File: src/rtl/mem_arb.sv
// mem_arb: shares the 128-bit main memory beat bus between icache line fills and dcache fills/evicts.
// Build option MEM_ARB_RR_EN: round-robin grant on contention instead of fixed dcache priority.
`timescale 1ns/1ps
module mem_arb #(
  parameter int unsigned AW    = 12,
  parameter int unsigned DW    = 128,
  parameter int unsigned BEATS = 4
) (
  input  logic          clk,
  input  logic          rst_n,
  input  logic          ic_req_valid,
  output logic          ic_req_ready,
  input  logic [AW-1:0] ic_req_addr,
  output logic          ic_rsp_valid,
  output logic [DW-1:0] ic_rsp_data,
  input  logic          dc_req_valid,
  output logic          dc_req_ready,
  input  logic          dc_req_rtype,
  input  logic [AW-1:0] dc_req_addr,
  input  logic [DW-1:0] dc_wdata,
  output logic          dc_wbeat_ack,
  output logic          dc_rsp_valid,
  output logic [DW-1:0] dc_rsp_data,
  output logic          mem_req_valid,
  input  logic          mem_req_ready,
  output logic          mem_req_we,
  output logic [AW-1:0] mem_req_addr,
  output logic [DW-1:0] mem_req_wdata,
  input  logic          mem_rsp_valid,
  input  logic [DW-1:0] mem_rsp_data
);
  function automatic bit is_pow2(input int unsigned v);
    return (v != 0) && ((v & (v - 1)) == 0);
  endfunction

  localparam int unsigned CW = $clog2(BEATS);
  localparam int unsigned LW = AW - CW;
  localparam logic [CW-1:0] LAST_BEAT = CW'(BEATS - 1);

  if (!is_pow2(BEATS) || BEATS < 2) begin : g_beats_chk
    $error("mem_arb: BEATS must be a power of two >= 2");
  end

  typedef enum logic {DMEM_READ = 1'b0, DMEM_WRITE = 1'b1} dmem_rtype_t;
  typedef enum logic [1:0] {ARB_IDLE, ARB_IC_RD, ARB_DC_RD, ARB_DC_WR} state_t;

  state_t        state_q, state_d;
  logic [CW-1:0] iss_cnt_q, iss_cnt_d, rsp_cnt_q, rsp_cnt_d;
  logic          iss_done_q, iss_done_d, rsp_done_q, rsp_done_d;
  logic [LW-1:0] line_q, line_d;
  logic          dc_win, beat_go, rsp_go, stray_c;
  logic          unused_addr_lsb;

  // Beat index replaces the line-offset bits, so those request bits are never looked at.
  assign unused_addr_lsb = ^{ic_req_addr[CW-1:0], dc_req_addr[CW-1:0]};

`ifdef MEM_ARB_RR_EN
  logic last_grant_q, last_grant_d;  // 1 = dcache won the previous handshake
  assign dc_win = dc_req_valid & (~ic_req_valid | ~last_grant_q);
`else
  assign dc_win = dc_req_valid;
`endif

  // Grant, beat issue and response routing; all handshakes are gated off while rst_n is low.
  always_comb begin
    state_d    = state_q;
    iss_cnt_d  = iss_cnt_q;
    iss_done_d = iss_done_q;
    rsp_cnt_d  = rsp_cnt_q;
    rsp_done_d = rsp_done_q;
    line_d     = line_q;
`ifdef MEM_ARB_RR_EN
    last_grant_d = last_grant_q;
`endif
    ic_req_ready  = 1'b0;
    dc_req_ready  = 1'b0;
    ic_rsp_valid  = 1'b0;
    ic_rsp_data   = '0;
    dc_rsp_valid  = 1'b0;
    dc_rsp_data   = '0;
    dc_wbeat_ack  = 1'b0;
    mem_req_valid = 1'b0;
    mem_req_we    = 1'b0;
    mem_req_addr  = {line_q, iss_cnt_q};
    mem_req_wdata = '0;
    beat_go       = 1'b0;
    rsp_go        = 1'b0;
    stray_c       = 1'b0;
    case (state_q)
      ARB_IDLE: begin
        stray_c = mem_rsp_valid;
        if (rst_n && (dc_win || ic_req_valid)) begin
          iss_cnt_d  = '0;
          iss_done_d = 1'b0;
          rsp_cnt_d  = '0;
          rsp_done_d = 1'b0;
          if (dc_win) begin
            dc_req_ready = 1'b1;
            line_d       = dc_req_addr[AW-1:CW];
            state_d      = (dmem_rtype_t'(dc_req_rtype) == DMEM_WRITE) ? ARB_DC_WR : ARB_DC_RD;
          end else begin
            ic_req_ready = 1'b1;
            line_d       = ic_req_addr[AW-1:CW];
            state_d      = ARB_IC_RD;
          end
`ifdef MEM_ARB_RR_EN
          last_grant_d = dc_win;
`endif
        end
      end
      ARB_DC_WR: begin
        stray_c       = mem_rsp_valid;
        mem_req_valid = rst_n & ~iss_done_q;
        mem_req_we    = 1'b1;
        mem_req_wdata = dc_wdata;
        dc_wbeat_ack  = mem_req_valid & mem_req_ready;
        beat_go       = dc_wbeat_ack;
        if (beat_go && iss_cnt_q == LAST_BEAT) state_d = ARB_IDLE;
      end
      default: begin
        mem_req_valid = rst_n & ~iss_done_q;
        beat_go       = mem_req_valid & mem_req_ready;
        rsp_go        = rst_n & mem_rsp_valid & ~rsp_done_q;
        stray_c       = mem_rsp_valid & rsp_done_q;
        if (state_q == ARB_IC_RD) begin
          ic_rsp_valid = rsp_go;
          ic_rsp_data  = mem_rsp_data;
        end else begin
          dc_rsp_valid = rsp_go;
          dc_rsp_data  = mem_rsp_data;
        end
        if (rsp_go) begin
          rsp_cnt_d = rsp_cnt_q + CW'(1);
          if (rsp_cnt_q == LAST_BEAT) begin
            rsp_done_d = 1'b1;
            state_d    = ARB_IDLE;
          end
        end
      end
    endcase
    if (beat_go) begin
      iss_cnt_d = iss_cnt_q + CW'(1);
      if (iss_cnt_q == LAST_BEAT) iss_done_d = 1'b1;
    end
  end

  always_ff @(posedge clk) begin
    if (!rst_n) begin
      state_q    <= ARB_IDLE;
      iss_cnt_q  <= '0;
      iss_done_q <= 1'b0;
      rsp_cnt_q  <= '0;
      rsp_done_q <= 1'b0;
      line_q     <= '0;
    end else begin
      state_q    <= state_d;
      iss_cnt_q  <= iss_cnt_d;
      iss_done_q <= iss_done_d;
      rsp_cnt_q  <= rsp_cnt_d;
      rsp_done_q <= rsp_done_d;
      line_q     <= line_d;
    end
  end

`ifdef MEM_ARB_RR_EN
  always_ff @(posedge clk) begin
    if (!rst_n) last_grant_q <= 1'b0;
    else        last_grant_q <= last_grant_d;
  end
`endif

`ifndef SYNTHESIS
  logic ic_pend_q, ic_pend_d, dc_pend_q, dc_pend_d;

  always_comb begin
    ic_pend_d = rst_n & ic_req_valid & ~ic_req_ready;
    dc_pend_d = rst_n & dc_req_valid & ~dc_req_ready;
  end

  always_ff @(posedge clk) begin
    ic_pend_q <= ic_pend_d;
    dc_pend_q <= dc_pend_d;
  end

  // Requesters must hold valid until ready; unexpected memory responses are dropped and flagged.
  always_ff @(posedge clk) begin
    if (rst_n) begin
      a_ic_hold: assert (!ic_pend_q || ic_req_valid) else $error("mem_arb: ic_req_valid dropped before ready");
      a_dc_hold: assert (!dc_pend_q || dc_req_valid) else $error("mem_arb: dc_req_valid dropped before ready");
      a_stray:   assert (!stray_c) else $warning("mem_arb: unexpected mem_rsp_valid dropped");
    end
  end
`endif
endmodule

File: config.mk
export PLATFORM = sky130hd
export DESIGN_NAME = mem_arb
export DESIGN_NICKNAME = d
export VERILOG_FILES = /design/src/rtl/mem_arb.sv
export SDC_FILE = /design/constraint.sdc
export NUM_CORES = 1
export LEC_CHECK = 0
export ABC_CLOCK_PERIOD_IN_PS = 1800
export CORE_AREA = 3 3 264 266
export DETAILED_ROUTE_END_ITERATION = 8
export DIE_AREA = 0 0 267 269
export GPL_TIMING_DRIVEN = 0
export HOLD_SLACK_MARGIN = 0.12
export PLACE_DENSITY_LB_ADDON = 0.25
export SYNTH_ARGS = -nofsm -noshare
export SYNTH_HDL_FRONTEND = slang
export SYNTH_SLANG_ARGS = --single-unit
export TNS_END_PERCENT = 50
File: constraint.sdc
create_clock -name clk -period 1.8 [get_ports clk]
set_clock_uncertainty 0.1 [all_clocks]
set_input_delay 0.36 -clock clk [delete_from_list [all_inputs] [get_ports clk]]
set_output_delay 0.36 -clock clk [all_outputs]
set_load 0.02 [all_outputs]
==> impl_metrics.yaml <==
clock_tree:
  cts_made_buffers: 3
  htree_levels: 1
  clockBufferDepth: 2
  clkSinkCount: 18
  root_buffer: "clkbuf_16"
  clk_latency_ns: 0.25
  cts_tree: "yes"
  path_clk_slew_ns: 0.05
worst_setup_path:
  crit_fanout: 10
  r2r_end: "state_q[1]"
  critical_path_class: "flop to output pin"
  critPathRequiredTime_ns: 1.34
  r2r_slack_ns: 0.06
  r2r_cells: 8
  cp-start-kind: "flop"
  end_kind: "output pin"
  crit_arrival_ns: 1.95
  r2r_start: "state_q[1]"
detailed_routing:
  drc: 0
  ant_nets: 0
  via_count: 6911
  totalWireLength_um: 46800
  drt-wirelength-per-cell_um: 21.5
  drt_iter0_drc: 261
  viasPerCell: 3.17
  firstDrtPassIters: 4
final_layout:
  utilization_pct: 20.0
  filler_cell_count: 7512
  layout_common_cells: "clkdlybuf4s50_1 (302), buf_6 (194), and2_1 (128), dlygate4sd2_1 (122), buf_4 (81)"
  layout.cells.non_filler: 2177
  syn2layout_area_growth_pct: 263
  nets: 1590
  final_area_sq_um: 13400
  final_common_cell: "clkdlybuf4s50_1"
  drive_above_1_share_pct: 44.9
placed_design:
  place_congestion: 0.837
  placed_area_sq_um: 11800
  dp_cells: 2111
  portBuffers: 683
  place_hpwl_um: 39900
grt:
  overflow: 0
  grt_pass1_vias: 6856
  grt_max_degree: 11
  grt_pass1_wl_um: 58200
  grt_usage_pct: 11.4
  grt_antenna_before_repair: 14
floorplan:
  io_pins: 690
  die_w_um: 267
  dieArea_sq_um: 71800
  coreArea_sq_um: 67300
  die_h_um: 269
  rows: 95
  start_util_pct: 5.50
yosys:
  seq_area_frac_synth_pct: 9.74
  syn_area_sq_um: 3700
  synth_top_family_by_area: "simple AND/OR/NAND/NOR gates"
  synth_compound_area_share_pct: 5.18
  ys_types: 33
  synth_area_leaders: "and2_1 (44%), and3_1 (22%), dfxtp_1 (9.7%)"
  synthesis.nets: 848
  synth_edf_count: 0
  async_flop_share_pct: 0
  synthSimpleGateAreaFrac_pct: 71.4
  synth_mux_area_share_pct: 3.65
  synthCells: 555
  synthAdderAreaFrac_pct: 2.03
  synthFlopType: "dfxtp_1"
  yosys_warnings: 0
  ys_ff_latch: 18
  synth.avg_cell_area_sq_um: 6.66
  yosys.area_share.xor_xnor_pct: 0
  synth_top_area_share_pct: 44.0
  synth_largest_area_cell: "and2_1"
sta:
  slew_headroom_pct: 51.8
  max_freq_ghz: 0.415
  tns_ns: -186.85
  drv_slew: 0
  period_share_pct: 134
  worst_pin_slew_ns: 0.721
  finalHoldViolCount: 0
  rsz0062_at_grt: "yes"
  setup_ws_ns: -0.611
  setup_viol_count_final: 391
  fin_crit_ns: 2.41
hold_path:
  hp-class: "flop to flop"
  min_to: "rsp_cnt_q[1]"
  hold_path_depth: 2
  min_from: "rsp_cnt_q[1]"
run_status:
  violations: "negative setup slack"
  outcome: "finished, violations left"
job:
  maxCapViolCount: 0
power:
  ir_worst_vdd_mv: 0.319
  static-leakage-power_nw: 6.65
  report.power.total_w: 0.00737
  p_per_area_nw_per_um2: 548
[flip-flops by register name (all words and copies together) (netlist names)]
register	cells
line_q	10
iss_cnt_q	2
rsp_cnt_q	2
state_q	2
iss_done_q	1
rsp_done_q	1
[critical path: stages, from the launching register on]
cell     delay, ns
dfxtp_4       0.36
inv_4         0.04
ha_4          0.30
buf_12        0.11
nor2b_4       0.26
buf_12        0.19
buf_8         0.14
and2_2        0.16
buf_6         0.12
[synth_stat cells (all sizes together) (2+ instances only)]
library cell	number
nor3b	2
nor2	8
buf	24
and2	260
and3	129
dfxtp	18
nand2	20
a21oi	2
ha	6
inv	4
nand4b	2
mux2i	12
o211a	10
o21ai	7
clkbuf	40
[worst max-delay path by stage]
stage | from | end | depth (start not counted)
after floorplan | state_q[1] | dc_rsp_data[90] | 6
after global placement | state_q[1] | ic_rsp_data[99] | 6
after detailed placement | state_q[1] | ic_rsp_data[99] | 6
after CTS | state_q[0] | dc_rsp_data[28] | 8
after global routing | state_q[1] | dc_rsp_data[67] | 8
final | state_q[1] | dc_rsp_data[28] | 8
[where the power goes]
| part | total (W) | internal, W | switching [W] | leakage (nW) |
|---|---|---|---|---|
| Combinational | 0.00639 | 0.00349 | 0.00290 | 6.45 |
| Clock | 0.000501 | 0.000339 | 0.000162 | 0.0442 |
| Sequential | 0.000472 | 0.000443 | 0.0000287 | 0.149 |
[per-layer routing]
| metal | track usage, % | share of wire [%] | vias up |
|---|---|---|---|
| met5 | 0 | 0.077 | - |
| met3 | 3.06 | 9.2 | 28 |
| met4 | 1.59 | 1.6 | 6 |
| li1 | - | - | 3304 |
| met2 | 19.6 | 48 | 320 |
| met1 | 14.6 | 41 | 3253 |
[final cells by class]
cell class | instances | area, sq um | area share, %
repair buffers | 742 | 7510 | 55.9
multi-input cells | 469 | 3610 | 26.8
well taps | 873 | 1090 | 8.13
plain buffers | 59 | 737 | 5.48
flip-flops and latches | 18 | 368 | 2.74
clock buffers | 4 | 88.8 | 0.661
inverters | 4 | 20.0 | 0.149
diodes | 8 | 20.0 | 0.149
[cell families (layout without fill, tap and decap cells)]
group | count (synthesis) | count (layout)
other cells | 0 | 8
simple gates | 427 | 427
mux | 13 | 13
buf+inv | 68 | 809
fa+ha+maj | 6 | 6
flops | 18 | 18
compound gates | 23 | 23
[per-stage QoR]
stage	setup slack (ns)	hold slack, ns
after detailed placement	-1.45	0.359
after global placement	-1.42	0.354
after floorplan	-0.0310	0.332
after global routing	-0.671	0.395
final	-0.611	0.364
after CTS	-0.677	0.367
[repair_timing]
item / in CTS / in global routing
pin swaps: 8 / 15
hold buffers: 0 / 0
setup endpoints to repair: 394 / 393
gates resized for setup: 1492 / 404
cloned: 7 / 7
hold endpoints to repair: 0 / 0
setup buffers: 20 / 27
Note: power is estimated with default switching activity, not from simulation.
